==> src/rtl/alu_arbiter.sv <==
// alu_arbiter: two-requester round-robin front end time-sharing one 32-bit ALU
module alu_arbiter #(
    parameter int CNT_W = 16
) (
    input  logic             clk,
    input  logic             rst,
    input  logic [1:0]       req_valid,
    output logic [1:0]       req_ready,
    input  logic [31:0]      req0_a,
    input  logic [31:0]      req0_b,
    input  logic [3:0]       req0_ctrl,
    input  logic [31:0]      req1_a,
    input  logic [31:0]      req1_b,
    input  logic [3:0]       req1_ctrl,
    output logic             rsp_valid,
    input  logic             rsp_ready,
    output logic             rsp_id,
    output logic [31:0]      rsp_out,
    output logic             rsp_zero,
    output logic             rsp_overflow,
    output logic             rsp_cout,
    output logic             rsp_err,
    output logic             busy,
    output logic [CNT_W-1:0] ops_done
);
    typedef enum logic [1:0] {IDLE, EXEC, RESP} state_t;
    state_t      state;
    logic        ptr, grant, op_id, sub, c31;
    logic [31:0] op_a, op_b, b_eff, alu_out;
    logic [3:0]  op_ctrl;
    logic [32:0] sum;
    logic        alu_ovf, alu_cout, alu_err;
    always_comb begin
        grant     = (&req_valid) ? ptr : req_valid[1];
        req_ready = (state == IDLE && !rst) ? req_valid & (grant ? 2'b10 : 2'b01) : 2'b00;
    end
    // SUB and SLT share the adder with inverted b and carry-in of 1
    always_comb begin
        sub      = op_ctrl == 4'b0110 || op_ctrl == 4'b0111;
        b_eff    = sub ? ~op_b : op_b;
        sum      = {1'b0, op_a} + {1'b0, b_eff} + {32'b0, sub};
        c31      = op_a[31] ^ b_eff[31] ^ sum[31];
        alu_out  = '0;
        alu_ovf  = 1'b0;
        alu_cout = 1'b0;
        alu_err  = 1'b0;
        case (op_ctrl)
            4'b0000: alu_out = op_a & op_b;
            4'b0001: alu_out = op_a | op_b;
            4'b0010, 4'b0110: begin
                alu_out  = sum[31:0];
                alu_cout = sum[32];
                alu_ovf  = c31 ^ sum[32];
            end
            4'b0111: alu_out = {31'b0, sum[31]};
            4'b1100: alu_out = ~(op_a | op_b);
            default: alu_err = 1'b1;
        endcase
    end
    always_ff @(posedge clk or posedge rst) begin
        if (rst) begin
            state        <= IDLE;
            ptr          <= 1'b0;
            op_id        <= 1'b0;
            op_a         <= '0;
            op_b         <= '0;
            op_ctrl      <= '0;
            rsp_valid    <= 1'b0;
            rsp_id       <= 1'b0;
            rsp_out      <= '0;
            rsp_zero     <= 1'b0;
            rsp_overflow <= 1'b0;
            rsp_cout     <= 1'b0;
            rsp_err      <= 1'b0;
            busy         <= 1'b0;
            ops_done     <= '0;
        end else begin
            case (state)
                IDLE: if (|req_ready) begin
                    op_a    <= grant ? req1_a : req0_a;
                    op_b    <= grant ? req1_b : req0_b;
                    op_ctrl <= grant ? req1_ctrl : req0_ctrl;
                    op_id   <= grant;
                    busy    <= 1'b1;
                    state   <= EXEC;
                end
                EXEC: begin
                    rsp_out      <= alu_out;
                    rsp_zero     <= alu_out == 32'b0;
                    rsp_overflow <= alu_ovf;
                    rsp_cout     <= alu_cout;
                    rsp_err      <= alu_err;
                    rsp_id       <= op_id;
                    rsp_valid    <= 1'b1;
                    state        <= RESP;
                end
                RESP: if (rsp_ready) begin
                    rsp_valid <= 1'b0;
                    busy      <= 1'b0;
                    ptr       <= ~rsp_id;
                    ops_done  <= ops_done + CNT_W'(1);
                    state     <= IDLE;
                end
                default: state <= IDLE;
            endcase
        end
    end
endmodule

==> config.mk <==
export PLATFORM = sky130hd
export DESIGN_NAME = alu_arbiter
export DESIGN_NICKNAME = d
export VERILOG_FILES = /design/src/rtl/alu_arbiter.sv
export SDC_FILE = /design/constraint.sdc
export NUM_CORES = 1
export LEC_CHECK = 0
export CORE_UTILIZATION = 46
export CTS_CLUSTER_SIZE = 40
export DETAILED_ROUTE_END_ITERATION = 12
export GPL_TIMING_DRIVEN = 1
export PLACE_DENSITY = 0.83
export SYNTH_ARGS = -nofsm -noshare
export SYNTH_HDL_FRONTEND = slang
export SYNTH_SLANG_ARGS = --single-unit
==> constraint.sdc <==
create_clock -name clk -period 4.24 [get_ports clk]
set_input_delay 0.848 -clock clk [delete_from_list [all_inputs] [get_ports clk]]
set_output_delay 0.848 -clock clk [all_outputs]
set_load 0.01 [all_outputs]
==> results of run 1 <==
## per-layer routing
metal,vias up,global-route usage (%),part of all wire (%)
met3,37,4.364,7.0
met1,3869,37.20,47
li1,3830,-,-
met4,0,9.543,2.0
met2,347,38.53,44
met5,-,0,0
## metrics by stage
stage	TNS [ns]	utilization, %
5_1_grt	-0.01474	63.92
6_report	0	63.92
3_5_place_dp	0	60.49
2_1_floorplan	0	-
3_3_place_gp	0	60.49
4_1_cts	0	63.63
## cell type report
cell class	count	share of cell area (%)
multi-input combinational	751	44.74
inverter	10	0.3475
tap	229	2.487
clock inverter	5	0.4778
timing repair buffer	235	19.92
clock buffer	24	4.442
sequential	127	27.58
## report_power, final
| group | internal (mW) | switching (mW) | leakage, nW |
|---|---|---|---|
| registers | 1.66 | 0.542 | 1.53 |
| logic | 2.84 | 3.47 | 3.01 |
| clock network | 0.886 | 0.514 | 0.276 |
## worst max-delay path: cells and delay by family, from the launching register on
| kind | cells | cell delay [ns] |
|---|---|---|
| AOI/OAI and AO/OA | 5 | 1.52 |
| xor gates and xnor gates | 1 | 0.14 |
| adders and majority gates | 1 | 0.32 |
| buffers and inverters | 1 | 0.19 |
| DFF | 1 | 0.37 |
| and+or+nand+nor | 6 | 1.49 |
## kinds of logic (layout without fill, tap and decap cells)
logic type	count (synthesis)	in the layout
DFF	127	127
adders and majority gates	71	71
AOI/OAI and AO/OA	275	275
muxes	72	72
and+or+nand+nor	265	265
xor gates and xnor gates	68	68
buffers and inverters	67	274
## worst max path at each step
stage	startpoint	to	slack [ns]	cells after the start
global placement	op_ctrl[3]	rsp_zero	0.19	14
finish	op_ctrl[3]	rsp_zero	0.12	14
CTS	op_ctrl[3]	rsp_zero	0.06	14
global route	op_ctrl[3]	rsp_zero	-0.01	14
floorplan	rst	busy	0.008	1
detailed placement	op_ctrl[3]	rsp_zero	0.08	14
## cell usage in the layout, fill, tap and decap left out, types with 4 or more instances in the layout
| master | instances |
|---|---|
| a211oi_1 | 4 |
| a21o_1 | 16 |
| a21oi_1 | 113 |
| a221oi_1 | 7 |
| a22o_1 | 7 |
| a31oi_1 | 11 |
| and3_1 | 6 |
| buf_4 | 35 |
| clkbuf_16 | 17 |
| clkbuf_8 | 6 |
| clkdlybuf4s50_1 | 197 |
| dfrtp_1 | 127 |
| ha_1 | 39 |
| inv_1 | 9 |
| maj3_1 | 31 |
| mux2i_1 | 70 |
| nand2_1 | 73 |
| nand2b_1 | 4 |
| nand3_1 | 14 |
| nand4_1 | 12 |
| nor2_1 | 98 |
| nor2b_1 | 4 |
| nor3_1 | 26 |
| nor4_1 | 4 |
| o211ai_1 | 6 |
| o21a_1 | 9 |
| o21ai_0 | 46 |
| o31ai_1 | 14 |
| or3_1 | 8 |
| xnor2_1 | 52 |
| xor2_1 | 15 |
## what timing repair did
item,in CTS,in global routing
buffers inserted,0,0
endpoints found under the setup margin,0,2
gates resized for setup,0,11
## sequential cells by signal, indices dropped and copies added, names as in the netlist, 2 cells and up
register  flops
ops_done     16
op_ctrl       4
rsp_out      32
op_b         32
op_a         32
state         2
==> results.py, run 1 <==
metrics = {
    "global_route": {
        "grt_max_degree": 74,
        "antenna_found_initial": 0,
        "grt.overflow.total": 0,
        "track_usage_pct": 25.72,
        "grt_pass1_vias": 7617,
        "grt_pass1_wl_mm": 39.01,
    },
    "pwr": {
        "p_total_mw": 9.916,
        "ir_drop_mv": 0.3599,
        "leakage_nw": 4.812,
        "power.density_nw_per_um2": 860.7,
    },
    "worst_hold_path": {
        "min_from": "rsp_out[22]",
        "min_path_type": "reg -> reg",
        "whs_path_depth": 2,
        "min_to": "rsp_out[22]",
    },
    "worst_setup_path": {
        "cpPeakStageDelay_ns": 0.51,
        "critPathLaunchType": "flip-flop",
        "critical_path_peak_fanout": 20,
        "reg2reg_depth": 14,
        "cp.required_ns": 4.57,
        "setup.worst_path.class": "reg -> reg",
        "arrival_ns": 4.45,
        "rrSetupSlack_ns": 0.12,
        "worstPathCellList": "nand3b_1 -> buf_12 -> xnor2_1 -> ha_1 -> a21o_1 -> a21o_1 -> o21ai_0 -> nand3_1 -> and4b_1 -> o21ai_0 -> and3_1 -> nand4_1 -> or4_1 -> o31ai_2",
        "cp-end-kind": "flip-flop",
        "reg2reg_from": "op_ctrl[3]",
        "cp_slowest_cell": "or4_1",
        "reg2reg_to": "rsp_zero",
    },
    "synthesis": {
        "synth_fa_ha_area_share_pct": 9.613,
        "syn_inst": 945,
        "synth.mux.area_fraction_pct": 8.496,
        "avgSynthCellArea_um2": 9.007,
        "ys_seq_elements": 127,
        "ys.flop_type": "dfrtp_1",
        "synth_area_leaders": "dfrtp_1, mux2i_1, a21oi_1",
        "ys.warnings.count": 0,
        "yosys.area.top_type": "dfrtp_1",
        "synth_commonest_cells": "dfrtp_1, a21oi_1, nor2_1",
        "syn_nets": 1126,
        "ys_async_sr_fraction_pct": 100.0,
        "synth.distinct_cells": 66,
        "synth_edf_count": 0,
        "synth_compound_area_share_pct": 20.36,
        "synth_xor_area_share_pct": 6.997,
        "yosysMostFrequentCell": "dfrtp_1",
        "synth_top_cell_area_share_pct": 37.34,
        "synth_top_family_by_area": "compound AO/OA/AOI/OAI gates",
        "synthSimpleGateAreaFrac_pct": 14.21,
        "syn-cell-area_um2": 8512,
        "yosysSeqAreaShare_pct": 37.34,
    },
    "die": {
        "io_pins": 198,
        "rows": 49,
        "fp.dieH_um": 138.0,
        "die_x_um": 138.0,
        "initial_core_util_pct": 47.22,
        "die_area_um2": 19050,
        "core_um2": 18020,
    },
    "sta": {
        "max_freq_mhz": 242.7,
        "setup_slack_ns": 0.1190,
        "hold_viol_final": 0,
        "period_minus_slack_ns": 4.121,
        "finalSetupViolCount": 0,
        "slew-limit-headroom_pct": 11.35,
        "slew_viol_final": 0,
        "worst_pin_slew_ns": 1.323,
        "finalCritPeriodShare_pct": 97.19,
        "hold_slack_ns": 0.4746,
        "fin_skew_ns": 0.006229,
    },
    "layout": {
        "multi_input_area_um2": 5155,
        "syn2layout_area_growth_pct": 35.35,
        "antenna_cells": 0,
        "regArea_um2": 3178,
        "nNetsFinal": 1323,
        "fill_cells": 1484,
        "drive_above_1_share_pct": 7.813,
        "finalNonFillerCells": 1381,
        "design_area_um2": 11520,
    },
    "cts": {
        "cts_buffer_depth": 2,
        "cts_buffers": 17,
        "postCtsHoldBufs": 0,
        "clk_latency_ns": 0.42,
        "path_clk_slew_ns": 0.05,
        "htree_levels": 4,
        "clock_sinks": 127,
        "cts_tree": "yes",
        "cts.root.buffer_cell": "clkbuf_16",
    },
    "routing": {
        "postRouteAntennaNets": 0,
        "drt-total-wl_mm": 24.31,
        "avgViaCountPerCell": 5.853,
        "num_vias": 8083,
        "drt_pass1_iterations": 5,
        "drt-initial-drc-count": 573,
        "drcViolationCount": 0,
        "wl_per_cell_um": 17.60,
    },
    "placed_design": {
        "dpl_worst_slack_ns": 0.08472,
        "dp_hpwl_mm": 18.15,
        "dp.cells": 1352,
        "gp_congestion": 0.9506,
        "io_buffers": 197,
        "place_area_um2": 10900,
    },
    "outcome": {
        "status": "finished, final reports clean",
    },
    "job": {
        "cap_viol_max_count": 0,
    },
}
Power figures use the tool's default switching activity.
==> inputs of run 2 (changes only) <==
- GPL_ROUTABILITY_DRIVEN: not set -> 0
- SLEW_MARGIN: not set -> 20
==> run 2 against run 1 <==
First-iteration DRC count rose by 14%. Clock power rose by 11%. Die area did not move. Non-clock buffer count fell by 9. Worst hold slack got worse by 0.0021 ns. Clock skew rose by 0.0052 ns. Power rose by 0.21%. Register-to-register slack improved by 0.05 ns. Via count fell by 2.0%. Combinational power fell by 2%. Sequential power barely moved. Sequential share of layout area barely moved. Highest routed layer unchanged.
==> results.py, run 2 (same netlist as run 1, synthesis figures left out) <==
metrics = {
    "cts": {
        "clock_sinks": 127,
        "postCtsHoldBufs": 0,
        "cts_tree": "yes",
        "clk_latency_ns": 0.43,
        "htree_levels": 4,
        "path_clk_slew_ns": 0.06,
        "cts.root.buffer_cell": "clkbuf_16",
        "cts_buffers": 17,
        "cts_buffer_depth": 2,
    },
    "worst_setup_path": {
        "setup.worst_path.class": "reg -> reg",
        "critPathTopFamily": "compound AO/OA/AOI/OAI gates",
        "reg2reg_to": "rsp_zero",
        "cp.required_ns": 4.58,
        "reg2reg_depth": 15,
        "critical_path_buf_inv_count": 3,
        "critPathLaunchType": "flip-flop",
        "cpPeakStageDelay_ns": 0.52,
        "cp_slowest_cell": "a221oi_1",
        "rrSetupSlack_ns": 0.17,
        "arrival_ns": 4.41,
        "worstPathCellList": "nand3b_1 -> buf_12 -> buf_4 -> xnor2_1 -> ha_1 -> a211oi_1 -> nor2_1 -> a2111oi_2 -> a32oi_2 -> buf_4 -> a21oi_1 -> xnor2_1 -> a221oi_1 -> nand4_1 -> o31ai_2",
        "cp-end-kind": "flip-flop",
        "reg2reg_from": "op_ctrl[3]",
        "critical_path_peak_fanout": 17,
    },
    "outcome": {
        "status": "finished, final reports clean",
    },
    "routing": {
        "drt-total-wl_mm": 23.82,
        "drt-initial-drc-count": 652,
        "drt_pass1_iterations": 6,
        "num_vias": 7921,
        "postRouteAntennaNets": 0,
        "avgViaCountPerCell": 5.765,
        "wl_per_cell_um": 17.34,
        "drcViolationCount": 0,
    },
    "worst_hold_path": {
        "min_path_type": "reg -> reg",
        "min_from": "op_id",
        "whs_path_depth": 2,
        "min_to": "rsp_id",
    },
    "pwr": {
        "ir_drop_mv": 0.4426,
        "power.density_nw_per_um2": 861.7,
        "p_total_mw": 9.937,
        "leakage_nw": 4.805,
    },
    "sta": {
        "fin_skew_ns": 0.01138,
        "max_freq_mhz": 245.8,
        "finalSetupViolCount": 0,
        "slew_viol_final": 0,
        "worst_pin_slew_ns": 0.8448,
        "finalCritPeriodShare_pct": 95.96,
        "tns_ns": 0,
        "hold_viol_final": 0,
        "hold_slack_ns": 0.4725,
        "slew-limit-headroom_pct": 43.49,
        "period_minus_slack_ns": 4.069,
    },
    "job": {
        "cap_viol_max_count": 0,
    },
    "global_route": {
        "grt_pass1_vias": 7490,
        "grt_max_degree": 65,
        "antenna_found_initial": 0,
        "grt_pass1_wl_mm": 38.45,
        "grt.overflow.total": 0,
        "track_usage_pct": 25.12,
    },
    "placed_design": {
        "place_area_um2": 10830,
        "io_buffers": 197,
        "dp_hpwl_mm": 17.82,
        "dp.cells": 1342,
    },
    "layout": {
        "nNetsFinal": 1314,
        "design_area_um2": 11530,
        "finalNonFillerCells": 1374,
        "regArea_um2": 3178,
        "multi_input_area_um2": 5169,
        "antenna_cells": 0,
        "syn2layout_area_growth_pct": 35.47,
        "final_common_cell": "clkdlybuf4s50_1",
        "drive_above_1_share_pct": 7.424,
        "final_cell_mix": "clkdlybuf4s50_1, dfrtp_1, a21oi_1, nor2_1, nand2_1",
        "reg.largest.list": "op_a (32), op_b (32), rsp_out (32)",
        "fill_cells": 1479,
    },
    "die": {
        "rows": 49,
        "initial_core_util_pct": 47.22,
        "io_pins": 198,
        "die_area_um2": 19050,
        "core_um2": 18020,
        "fp.dieH_um": 138.0,
        "die_x_um": 138.0,
    },
}
run 2: through the flow:
stage / utilization, % / worst slack [ns]
after floorplan: - / 0.007712
after global placement: 60.07 / 0.1973
after detailed placement: 60.11 / 0.1401
after CTS: 63.61 / 0.1016
after global routing: 63.97 / -0.02112
final: 63.97 / 0.1715
run 2: worst max path at each step:
| stage | slack (ns) | from | endpoint | cells past startpoint |
|---|---|---|---|---|
| after floorplan | 0.008 | rst | busy | 1 |
| after global placement | 0.20 | op_ctrl[3] | rsp_zero | 15 |
| after detailed placement | 0.14 | op_ctrl[3] | rsp_zero | 15 |
| after CTS | 0.10 | op_ctrl[3] | rsp_zero | 15 |
| after global routing | -0.02 | op_ctrl[3] | rsp_zero | 15 |
| final | 0.17 | op_ctrl[3] | rsp_zero | 15 |
run 2: metal layers:
metal	track usage, %	routed length, um	part of all wire (%)
met1	34.89	10770	45
met2	38.92	10780	45
met3	4.884	1736	7.3
met4	9.196	535	2.2
met5	0	0	0
run 2: what timing repair did:
item	4_1_cts	5_1_grt
resized for setup	0	15
endpoints found under the hold margin	0	0
endpoints found under the setup margin	0	1
setup buffers	0	1
run 2: worst reg2reg max path, cell delays in order, from the launching register on:
cell,delay [ns]
dfrtp_1,0.37
nand3b_1,0.20
buf_12,0.19
buf_4,0.25
xnor2_1,0.16
ha_1,0.39
a211oi_1,0.27
nor2_1,0.11
a2111oi_2,0.40
a32oi_2,0.26
buf_4,0.20
a21oi_1,0.21
xnor2_1,0.10
a221oi_1,0.52
nand4_1,0.18
o31ai_2,0.19
run 2: final cells by class:
class	count	area share, %
Clock buffer	21	4.080
Clock inverter	10	1.389
Inverter	10	0.3472
Multi-Input combinational cell	751	44.82
Sequential cell	127	27.56
Tap cell	229	2.485
Timing Repair Buffer	226	19.31
run 2: power by group:
part,switching (mW),internal (mW),total (mW)
logic,3.42,2.75,6.18
clock network,0.528,1.02,1.55
registers,0.550,1.66,2.21
